[src/rtl/ro_pair_measure_ctrl_if.sv]
`default_nettype none
// ============================================================================
// Module      : ro_pair_measure_ctrl_if
// Description : Bundles the challenge handshake, oscillator select/enable,
//               sampled oscillator input and response handshake of the RO
//               pair measurement controller.
//               slave  : controller side (accepts challenges, drives response)
//               master : environment side (issues challenges, takes response)
// Ports       : chal_valid/chal_ready/chal_a/chal_b - challenge handshake
//               sel/ro_en/ro_in                     - oscillator bank control
//               resp_valid/resp_ready/resp_bit/
//               resp_tie/count_a/count_b            - response handshake
//               busy                                - controller not idle
// Revision    : 1.0 - initial release
// ============================================================================
interface ro_pair_measure_ctrl_if #(
    parameter int CNT_W = 16
);
    logic             chal_valid;
    logic             chal_ready;
    logic [3:0]       chal_a;
    logic [3:0]       chal_b;
    logic [3:0]       sel;
    logic             ro_en;
    logic             ro_in;
    logic             resp_valid;
    logic             resp_ready;
    logic             resp_bit;
    logic             resp_tie;
    logic [CNT_W-1:0] count_a;
    logic [CNT_W-1:0] count_b;
    logic             busy;

    modport slave (
        input  chal_valid, chal_a, chal_b, ro_in, resp_ready,
        output chal_ready, sel, ro_en, resp_valid, resp_bit, resp_tie,
               count_a, count_b, busy
    );

    modport master (
        output chal_valid, chal_a, chal_b, ro_in, resp_ready,
        input  chal_ready, sel, ro_en, resp_valid, resp_bit, resp_tie,
               count_a, count_b, busy
    );
endinterface
`default_nettype wire

[src/rtl/ro_pair_measure_ctrl.sv]
`default_nettype none
// ============================================================================
// Module      : ro_pair_measure_ctrl
// Description : Ring-oscillator pair measurement controller. Accepts a
//               challenge of two 4-bit oscillator indices, selects each
//               oscillator in turn, lets it settle, counts its rising edges
//               over a fixed window and returns a one-bit response
//               (count_a > count_b) plus a tie flag and both raw counts.
// Parameters  : SETTLE - cycles held after each select change (>= 3)
//               WINDOW - count window length in clock cycles (>= 1)
//               CNT_W  - edge counter width (saturating)
// Ports       : clk    - system clock, rising edge
//               rst_n  - asynchronous active-low reset
//               bus    - ro_pair_measure_ctrl_if.slave (challenge in,
//                        oscillator select/enable out, ro_in in,
//                        response out, busy out)
// Revision    : 1.0 - initial release
// ============================================================================
module ro_pair_measure_ctrl #(
    parameter int SETTLE = 4,
    parameter int WINDOW = 1024,
    parameter int CNT_W  = 16
) (
    input  wire logic                  clk,
    input  wire logic                  rst_n,
    ro_pair_measure_ctrl_if.slave      bus
);

    // One phase counter serves both settle and count windows, so it is sized
    // for the longer of the two.
    localparam int PH_MAX = (SETTLE > WINDOW) ? SETTLE : WINDOW;
    localparam int PH_W   = $clog2(PH_MAX) + 1;

    localparam logic [PH_W-1:0]  SETTLE_LAST = PH_W'(SETTLE - 1);
    localparam logic [PH_W-1:0]  WINDOW_LAST = PH_W'(WINDOW - 1);
    localparam logic [PH_W-1:0]  PH_ONE      = PH_W'(1);
    localparam logic [CNT_W-1:0] CNT_MAX     = {CNT_W{1'b1}};
    localparam logic [CNT_W-1:0] CNT_ONE     = CNT_W'(1);

    typedef enum logic [2:0] {
        S_IDLE     = 3'd0,
        S_SETTLE_A = 3'd1,
        S_COUNT_A  = 3'd2,
        S_SETTLE_B = 3'd3,
        S_COUNT_B  = 3'd4,
        S_COMPARE  = 3'd5,
        S_DONE     = 3'd6
    } state_t;

    state_t           state_q;
    logic [PH_W-1:0]  phase_q;
    logic [CNT_W-1:0] cnt_q;
    logic [CNT_W-1:0] cnt_d;
    logic [3:0]       chal_b_q;
    logic [3:0]       sel_q;
    logic             ro_en_q;
    logic             resp_valid_q;
    logic             resp_bit_q;
    logic             resp_tie_q;
    logic [CNT_W-1:0] count_a_q;
    logic [CNT_W-1:0] count_b_q;

    // ro_in is asynchronous: two flops resolve metastability, the third holds
    // the previous synchronised level for rising-edge detection.
    logic             meta_q;
    logic             sync_q;
    logic             prev_q;
    logic             edge_w;

    assign edge_w = sync_q & ~prev_q;

    // Saturating increment: the counter sticks at all-ones instead of
    // wrapping, so an over-range oscillator still compares as "large".
    always_comb begin
        cnt_d = cnt_q;
        if (edge_w && (cnt_q != CNT_MAX)) begin
            cnt_d = cnt_q + CNT_ONE;
        end
    end

    always_ff @(posedge clk or negedge rst_n) begin
        if (!rst_n) begin
            state_q      <= S_IDLE;
            phase_q      <= '0;
            cnt_q        <= '0;
            chal_b_q     <= '0;
            sel_q        <= '0;
            ro_en_q      <= 1'b0;
            resp_valid_q <= 1'b0;
            resp_bit_q   <= 1'b0;
            resp_tie_q   <= 1'b0;
            count_a_q    <= '0;
            count_b_q    <= '0;
            meta_q       <= 1'b0;
            sync_q       <= 1'b0;
            prev_q       <= 1'b0;
        end else begin
            meta_q <= bus.ro_in;
            sync_q <= meta_q;
            prev_q <= sync_q;

            case (state_q)
                S_IDLE: begin
                    // chal_ready is high whenever idle, so valid alone accepts.
                    if (bus.chal_valid) begin
                        chal_b_q <= bus.chal_b;
                        sel_q    <= bus.chal_a;
                        ro_en_q  <= 1'b1;
                        phase_q  <= '0;
                        cnt_q    <= '0;
                        state_q  <= S_SETTLE_A;
                    end
                end

                S_SETTLE_A, S_SETTLE_B: begin
                    // Edges during settle reflect start-up and stale
                    // synchroniser contents, so they are discarded.
                    cnt_q <= '0;
                    if (phase_q == SETTLE_LAST) begin
                        phase_q <= '0;
                        state_q <= (state_q == S_SETTLE_A) ? S_COUNT_A : S_COUNT_B;
                    end else begin
                        phase_q <= phase_q + PH_ONE;
                    end
                end

                S_COUNT_A: begin
                    if (phase_q == WINDOW_LAST) begin
                        // Include an edge seen in the final window cycle.
                        count_a_q <= cnt_d;
                        cnt_q     <= '0;
                        phase_q   <= '0;
                        sel_q     <= chal_b_q;
                        state_q   <= S_SETTLE_B;
                    end else begin
                        cnt_q   <= cnt_d;
                        phase_q <= phase_q + PH_ONE;
                    end
                end

                S_COUNT_B: begin
                    if (phase_q == WINDOW_LAST) begin
                        count_b_q <= cnt_d;
                        cnt_q     <= '0;
                        phase_q   <= '0;
                        ro_en_q   <= 1'b0;
                        state_q   <= S_COMPARE;
                    end else begin
                        cnt_q   <= cnt_d;
                        phase_q <= phase_q + PH_ONE;
                    end
                end

                S_COMPARE: begin
                    resp_bit_q   <= (count_a_q > count_b_q);
                    resp_tie_q   <= (count_a_q == count_b_q);
                    resp_valid_q <= 1'b1;
                    state_q      <= S_DONE;
                end

                S_DONE: begin
                    // Response data is left in place after the handshake.
                    if (bus.resp_ready) begin
                        resp_valid_q <= 1'b0;
                        state_q      <= S_IDLE;
                    end
                end

                default: begin
                    state_q <= S_IDLE;
                end
            endcase
        end
    end

    assign bus.chal_ready = (state_q == S_IDLE);
    assign bus.busy       = (state_q != S_IDLE);
    assign bus.sel        = sel_q;
    assign bus.ro_en      = ro_en_q;
    assign bus.resp_valid = resp_valid_q;
    assign bus.resp_bit   = resp_bit_q;
    assign bus.resp_tie   = resp_tie_q;
    assign bus.count_a    = count_a_q;
    assign bus.count_b    = count_b_q;

endmodule
`default_nettype wire

[src/flat_wrapper.sv]
// flat-port wrapper written by rule: the top's interface ports become plain ports
module ro_pair_measure_ctrl_flat 
#(
    parameter int SETTLE = 4,
    parameter int WINDOW = 1024,
    parameter int CNT_W  = 16
)
  (clk, rst_n, bus_chal_valid, bus_chal_a, bus_chal_b, bus_ro_in, bus_resp_ready, bus_chal_ready, bus_sel, bus_ro_en, bus_resp_valid, bus_resp_bit, bus_resp_tie, bus_count_a, bus_count_b, bus_busy);
  ro_pair_measure_ctrl_if #(.CNT_W(CNT_W)) bus_i ();
  input  wire logic clk;
  input  wire logic rst_n;
  input wire logic [$bits(bus_i.chal_valid)-1:0] bus_chal_valid;
  input wire logic [$bits(bus_i.chal_a)-1:0] bus_chal_a;
  input wire logic [$bits(bus_i.chal_b)-1:0] bus_chal_b;
  input wire logic [$bits(bus_i.ro_in)-1:0] bus_ro_in;
  input wire logic [$bits(bus_i.resp_ready)-1:0] bus_resp_ready;
  output wire logic [$bits(bus_i.chal_ready)-1:0] bus_chal_ready;
  output wire logic [$bits(bus_i.sel)-1:0] bus_sel;
  output wire logic [$bits(bus_i.ro_en)-1:0] bus_ro_en;
  output wire logic [$bits(bus_i.resp_valid)-1:0] bus_resp_valid;
  output wire logic [$bits(bus_i.resp_bit)-1:0] bus_resp_bit;
  output wire logic [$bits(bus_i.resp_tie)-1:0] bus_resp_tie;
  output wire logic [$bits(bus_i.count_a)-1:0] bus_count_a;
  output wire logic [$bits(bus_i.count_b)-1:0] bus_count_b;
  output wire logic [$bits(bus_i.busy)-1:0] bus_busy;
  assign bus_i.chal_valid = bus_chal_valid;
  assign bus_i.chal_a = bus_chal_a;
  assign bus_i.chal_b = bus_chal_b;
  assign bus_i.ro_in = bus_ro_in;
  assign bus_i.resp_ready = bus_resp_ready;
  assign bus_chal_ready = bus_i.chal_ready;
  assign bus_sel = bus_i.sel;
  assign bus_ro_en = bus_i.ro_en;
  assign bus_resp_valid = bus_i.resp_valid;
  assign bus_resp_bit = bus_i.resp_bit;
  assign bus_resp_tie = bus_i.resp_tie;
  assign bus_count_a = bus_i.count_a;
  assign bus_count_b = bus_i.count_b;
  assign bus_busy = bus_i.busy;
  ro_pair_measure_ctrl #(.SETTLE(SETTLE), .WINDOW(WINDOW), .CNT_W(CNT_W)) u_core (.clk(clk), .rst_n(rst_n), .bus(bus_i));
endmodule
[config.mk]
export PLATFORM = sky130hd
export DESIGN_NAME = ro_pair_measure_ctrl_flat
export DESIGN_NICKNAME = d
export VERILOG_FILES = /design/src/rtl/ro_pair_measure_ctrl_if.sv /design/src/rtl/ro_pair_measure_ctrl.sv /design/src/flat_wrapper.sv
export SDC_FILE = /design/constraint.sdc
export NUM_CORES = 1
export LEC_CHECK = 0
export CORE_MARGIN = 2
export CORE_UTILIZATION = 40
export CTS_CLUSTER_DIAMETER = 50
export DETAILED_ROUTE_END_ITERATION = 8
export SLEW_MARGIN = 20
export SYNTH_ARGS = -nofsm -noshare
export SYNTH_HDL_FRONTEND = slang
export SYNTH_SLANG_ARGS = --single-unit
[constraint.sdc]
create_clock -name clk -period 1.9 [get_ports clk]
set_clock_uncertainty 0.05 [all_clocks]
set_input_delay 0.19 -clock clk [delete_from_list [all_inputs] [get_ports clk]]
set_output_delay 0.19 -clock clk [all_outputs]
set_load 0.01 [all_outputs]
==> results of run 1 <==
## final timing paths
| path | to | depth (start not counted) | from | slack (ns) |
|---|---|---|---|---|
| max in group asynchronous | u_core.state_q[2] | 3 | rst_n | 0.98 |
| setup reg to reg | u_core.bus.count_a[8] | 7 | u_core.phase_q[0] | -0.05 |
| hold / removal | u_core.meta_q | 1 | bus_ro_in | 0.23 |
| hold reg to reg | u_core.sync_q | 0 | u_core.meta_q | 0.30 |
| setup / recovery | u_core.bus.count_a[8] | 7 | u_core.phase_q[0] | -0.05 |
| min in group asynchronous | u_core.bus.count_a[13] | 2 | rst_n | 0.25 |
## metrics by stage
stage / area, µm² / std cells
final: 6150 / 695
after global routing: 6150 / 695
after CTS: 5810 / 681
after detailed placement: 5190 / 643
after global placement: 5190 / 643
after floorplan: 4110 / 420
## layer usage
layer	vias up	global-route usage (%)	wire (µm)
met5	-	0	0
met4	0	6.95	167
met3	17	3.37	383
met2	94	33.5	5600
met1	1783	28.1	5440
li1	1785	-	-
## logic make-up after synthesis
kind of cell             after synthesis  synth area share, %
flip-flops                            77                 47.3
XOR/XNOR                              14                 3.01
AND/OR/NAND/NOR                      145                 19.5
AO/OA/AOI/OAI                        108                 16.7
buffers and inverters                 45                 4.42
multiplexers                          13                 3.56
adder cells (fa/ha/maj)               18                 5.52
## what timing repair did
| action | in CTS | in global routing |
|---|---|---|
| hold buffers | 1 | 0 |
| setup buffers | 17 | 12 |
| endpoints found under the setup margin | 56 | 64 |
| gates cloned | 4 | 3 |
| hold endpoints to repair | 26 | 0 |
| resized for setup | 36 | 50 |
| pin swaps | 10 | 22 |
## flip-flops by register name, summed over array words and instances, names as in the netlist, 3 cells and up
name                flops
u_core.cnt_q           16
u_core.state_q          3
u_core.bus.count_b     16
u_core.phase_q         11
u_core.bus.count_a     16
u_core.bus.sel          4
u_core.chal_b_q         4
## area by class of cell
class / instances / area, µm²
well taps: 133 / 166
inverters: 25 / 93.8
multi-input cells: 300 / 2320
repair buffers: 144 / 1390
clock buffers: 10 / 128
fillers: 796 / 3670
clock inverters: 6 / 119
flip-flops and latches: 77 / 1930
## power by group through the flow
stage,Combinational [mW],Sequential [mW],Clock [mW]
3_3_place_gp,1.53,2.06,0
5_1_grt,2.37,2.04,1.64
6_report,2.18,2.02,1.53
2_1_floorplan,0.841,2.08,0
4_1_cts,1.89,2.01,1.56
3_5_place_dp,1.57,2.07,0
## layout by cell type, fill, tap and decap left out, drive strengths merged, types with 13 or more instances in the layout
cell and count:
ha 18, a21o 13, o21ai 45, buf 88
clkdlybuf4s50 51, nand2 52, nor2 17, nand3 13
inv 27, a21oi 18, dfrtp 77
==> results.cfg, run 1 <==
[detailed_routing]
drc_errors = 0
drt_iter0_markers = 171
final_antenna_net_count = 0
wl_um = 11600
first_pass_iters = 4
routedWlPerCell_um = 16.7
num_vias = 3679
viasPerCell = 5.29

[sta]
hold-worst-slack_ns = 0.230
timing.slew.headroom_pct = 70.4
fmax_mhz = 512
rsz0062_at_grt = true
final-hold-violation-count = 0
fin_crit_ns = 1.95
setup_viol = 19
slew_viol_final = 0
fin_tns_setup_ns = -0.420
worst_slack_ns = -0.0516
worst_pin_slew_ns = 0.442
period_share_pct = 103

[synthesis]
synth_cells = 420
synth.most_common_cell = dfrtp_1
synth_area_um2 = 4080
ys_ff_latch = 77
avgSynthCellArea_um2 = 9.71
yosys.area.top_type = dfrtp_1
synth-edff-count = 0
synth.area.top_cells = dfrtp_1, ha_1, nand2_1
synth_fp_nets = 451
ys.flop_type = dfrtp_1
yosys_warnings = 0
synth.yosys.seq_area_share_pct = 47.3
synth.distinct_cells = 51
async_flop_share_pct = 100
synth.top_cell.area_share_pct = 47.3
synth_common_cells = dfrtp_1, nand2_1, o21ai_0

[pwr]
pwr-share-clk_pct = 26.7
power.density_nw_per_um2 = 932
ir_drop_mv = 0.721
intPower_mw = 3.90
swShare_pct = 32.1
p_leak_nw = 2.70
switchingPower_mw = 1.84
p_total_mw = 5.74
p_comb_share_pct = 38.0
seqPwrFrac_pct = 35.2

[global_route]
grt_pass1_vias = 3602
grt-ovfl-total = 0
grtUsageTotal_pct = 20.6
grt_pass1_wl_um = 18200
antenna_found_initial = 0
grt_max_degree = 38

[critical_path]
crit_family = simple AND/OR/NAND/NOR gates
worst-setup-path-type = reg2reg
cpPeakStageDelay_ns = 0.42
path_cells = ha_4 -> nand4_1 -> nor4b_4 -> buf_4 -> nand2_4 -> buf_12 -> mux2_4
worstSetupStartpointType = flip-flop
cp_slowest_cell = dfrtp_1
worstPathMaxFanout = 17
crit_path_end_kind = flip-flop
required_ns = 2.08
arrival_ns = 2.13
worst-path-buf-inv = 2

[floorplan]
placementRows = 36
coreArea_um2 = 9820
dieHeight_um = 105
die_w_um = 105
ios = 55
dieArea_um2 = 11000
start_util_pct = 41.5

[finish]
antenna_cells = 0
final_util_pct = 62.7
fin_nets = 588
area_delta_synth_final_pct = 51.0
drive_gt1_share_pct = 31.5

[status]
status = finished, violations left
violations = negative setup slack

[clock_network]
cts_buffers = 9
cts-htree-levels = 3
cts.sinks = 77
cts_tree = yes
path_clk_slew_ns = 0.08
cts_root_buffer = clkbuf_8
clk_latency_ns = 0.35
clk_path_buf_depth = 2

[placed_design]
gp_congestion = 0.848
pre_cts_ws_ns = -0.298
portBuffers = 54
hpwl_um = 7360

[min_path]
hp-class = in2reg

[flow_run]
drv_cap = 0
Note: power is estimated with default switching activity, not from simulation.
==> run 2, diff against run 1 <==
--- a/config.mk
+++ b/config.mk
@@ -6,9 +6,10 @@
 export NUM_CORES = 1
 export LEC_CHECK = 0
 export CORE_MARGIN = 2
-export CORE_UTILIZATION = 40
+export CORE_UTILIZATION = 50
 export CTS_CLUSTER_DIAMETER = 50
 export DETAILED_ROUTE_END_ITERATION = 8
+export PLACE_DENSITY = 0.77
 export SLEW_MARGIN = 20
 export SYNTH_ARGS = -nofsm -noshare
 export SYNTH_HDL_FRONTEND = slang
==> results.cfg, run 2 (same netlist as run 1, synthesis figures left out) <==
[detailed_routing]
num_vias = 3793
wl_um = 11600
viasPerCell = 5.85
first_pass_iters = 5
drc_errors = 0
drt_iter0_markers = 284
final_antenna_net_count = 0
routedWlPerCell_um = 17.9

[finish]
fin_nets = 572
nFillCells = 486
layout_common_cells = dfrtp_1, buf_4, nand2_1, clkdlybuf4s50_1
drive_gt1_share_pct = 27.5
mostFrequentLayoutCell = dfrtp_1
fin_cells = 648
area_delta_synth_final_pct = 42.7
antenna_cells = 0
fin_area_um2 = 5820

[sta]
slew_viol_final = 0
setup_viol = 20
final-hold-violation-count = 0
timing.slew.headroom_pct = 62.6
worst_slack_ns = -0.0443
period_share_pct = 102
hold-worst-slack_ns = 0.219
rsz0062_at_grt = true
worst_pin_slew_ns = 0.562
fin_crit_ns = 1.94
fmax_mhz = 514

[clock_network]
clk_path_buf_depth = 2
cts_tree = yes
cts.sinks = 77
cts_root_buffer = clkbuf_8
cts_buffers = 9
cts-htree-levels = 3
clk_latency_ns = 0.37
path_clk_slew_ns = 0.09

[critical_path]
crit_path_end_kind = flip-flop
worstSetupStartpointType = flip-flop
worst-setup-path-type = reg2reg
arrival_ns = 2.13
worstPathMaxFanout = 15
required_ns = 2.08

[global_route]
grt-ovfl-total = 0
grtUsageTotal_pct = 25.2
grt_max_degree = 46
grt_pass1_vias = 3514
grt_pass1_wl_um = 17300
antenna_found_initial = 0

[floorplan]
dieHeight_um = 94.3
placementRows = 32
start_util_pct = 52.2
ios = 55
dieArea_um2 = 8890
die_w_um = 94.3
coreArea_um2 = 7810

[status]
status = finished, violations left
violations = negative setup slack

[min_path]
hp-class = in2reg

[placed_design]
portBuffers = 54
placed_area_um2 = 5060
dp_cells = 605
gp_congestion = 0.864
hpwl_um = 7070

[pwr]
p_leak_nw = 2.56
power.density_nw_per_um2 = 907
ir_drop_mv = 0.656

[flow_run]
drv_cap = 0
[run 2: cell types whose count changed in the layout (fill, tap and decap cells not counted), moves of 3 or more]
cell	previous run	this run
mux2_1	1	4
o221a_4	0	4
o21ai_2	3	6
o21ai_0	28	25
o221a_2	4	0
buf_8	3	0
nand2_1	47	51
buf_4	71	61
bufinv_16	3	0
buf_12	6	2
mux2_4	5	2
[run 2: per-stage QoR]
| stage | power, mW | setup WS, ns | util, % | setup TNS [ns] |
|---|---|---|---|---|
| global placement | 3.50 | -0.203 | 64.8 | -1.04 |
| CTS | 4.89 | -0.0139 | 69.3 | -0.0405 |
| detailed placement | 3.59 | -0.304 | 64.8 | -3.13 |
| global route | 5.53 | -0.122 | 74.5 | -3.36 |
| floorplan | 2.92 | -0.00981 | - | -0.00981 |
| finish | 5.28 | -0.0443 | 74.5 | -0.414 |
[run 2: timing repair]
| action | CTS | global route |
|---|---|---|
| setup buffers | 9 | 12 |
| hold buffers | 1 | 0 |
| setup endpoints to repair | 53 | 59 |
| pin swaps | 7 | 19 |
| endpoints found under the hold margin | 43 | 0 |
| resized for setup | 18 | 52 |
| cloned | 1 | 4 |
[run 2: routing by layer]
metal  GRT usage (%)  up-vias  part of all wire, %
met1            33.6     1863                   43
met5               0        -                    0
met2            40.8      152                   49
li1                -     1751                    -
met4            9.54        0                  2.8
met3            4.82       27                  5.2
[run 2: critical path, cell delays in order, from the launching register on]
cell	delay, ns
dfrtp_1	0.41
ha_4	0.17
nand4_1	0.13
nor4b_4	0.35
buf_4	0.17
nand2_1	0.06
buf_6	0.17
mux2_1	0.32
[run 2: power breakdown]
group / switching, mW / internal [mW]
Combinational: 0.979 / 1.05
Sequential: 0.212 / 1.87
Clock: 0.681 / 0.490
[run 2: area by class of cell]
class | count | area (µm²) | share of cell area [%]
multi-input combinational | 298 | 2230 | 38.3
sequential | 77 | 1930 | 33.2
timing repair buffer | 130 | 1250 | 21.5
tap | 102 | 128 | 2.19
clock buffer | 9 | 124 | 2.13
inverter | 25 | 93.8 | 1.61
clock inverter | 7 | 58.8 | 1.01
[run 2: final timing paths]
check                                  start                     to  slack [ns]  cells past startpoint
min reg2reg                    u_core.meta_q          u_core.sync_q        0.31                      0
max                        u_core.phase_q[1]  u_core.bus.count_b[8]       -0.04                      7
max in group asynchronous              rst_n      u_core.phase_q[4]        0.78                      3
min in group asynchronous              rst_n  u_core.bus.count_b[9]        0.31                      2
min                                bus_ro_in          u_core.meta_q        0.22                      1
max reg2reg                u_core.phase_q[1]  u_core.bus.count_b[8]       -0.04                      7
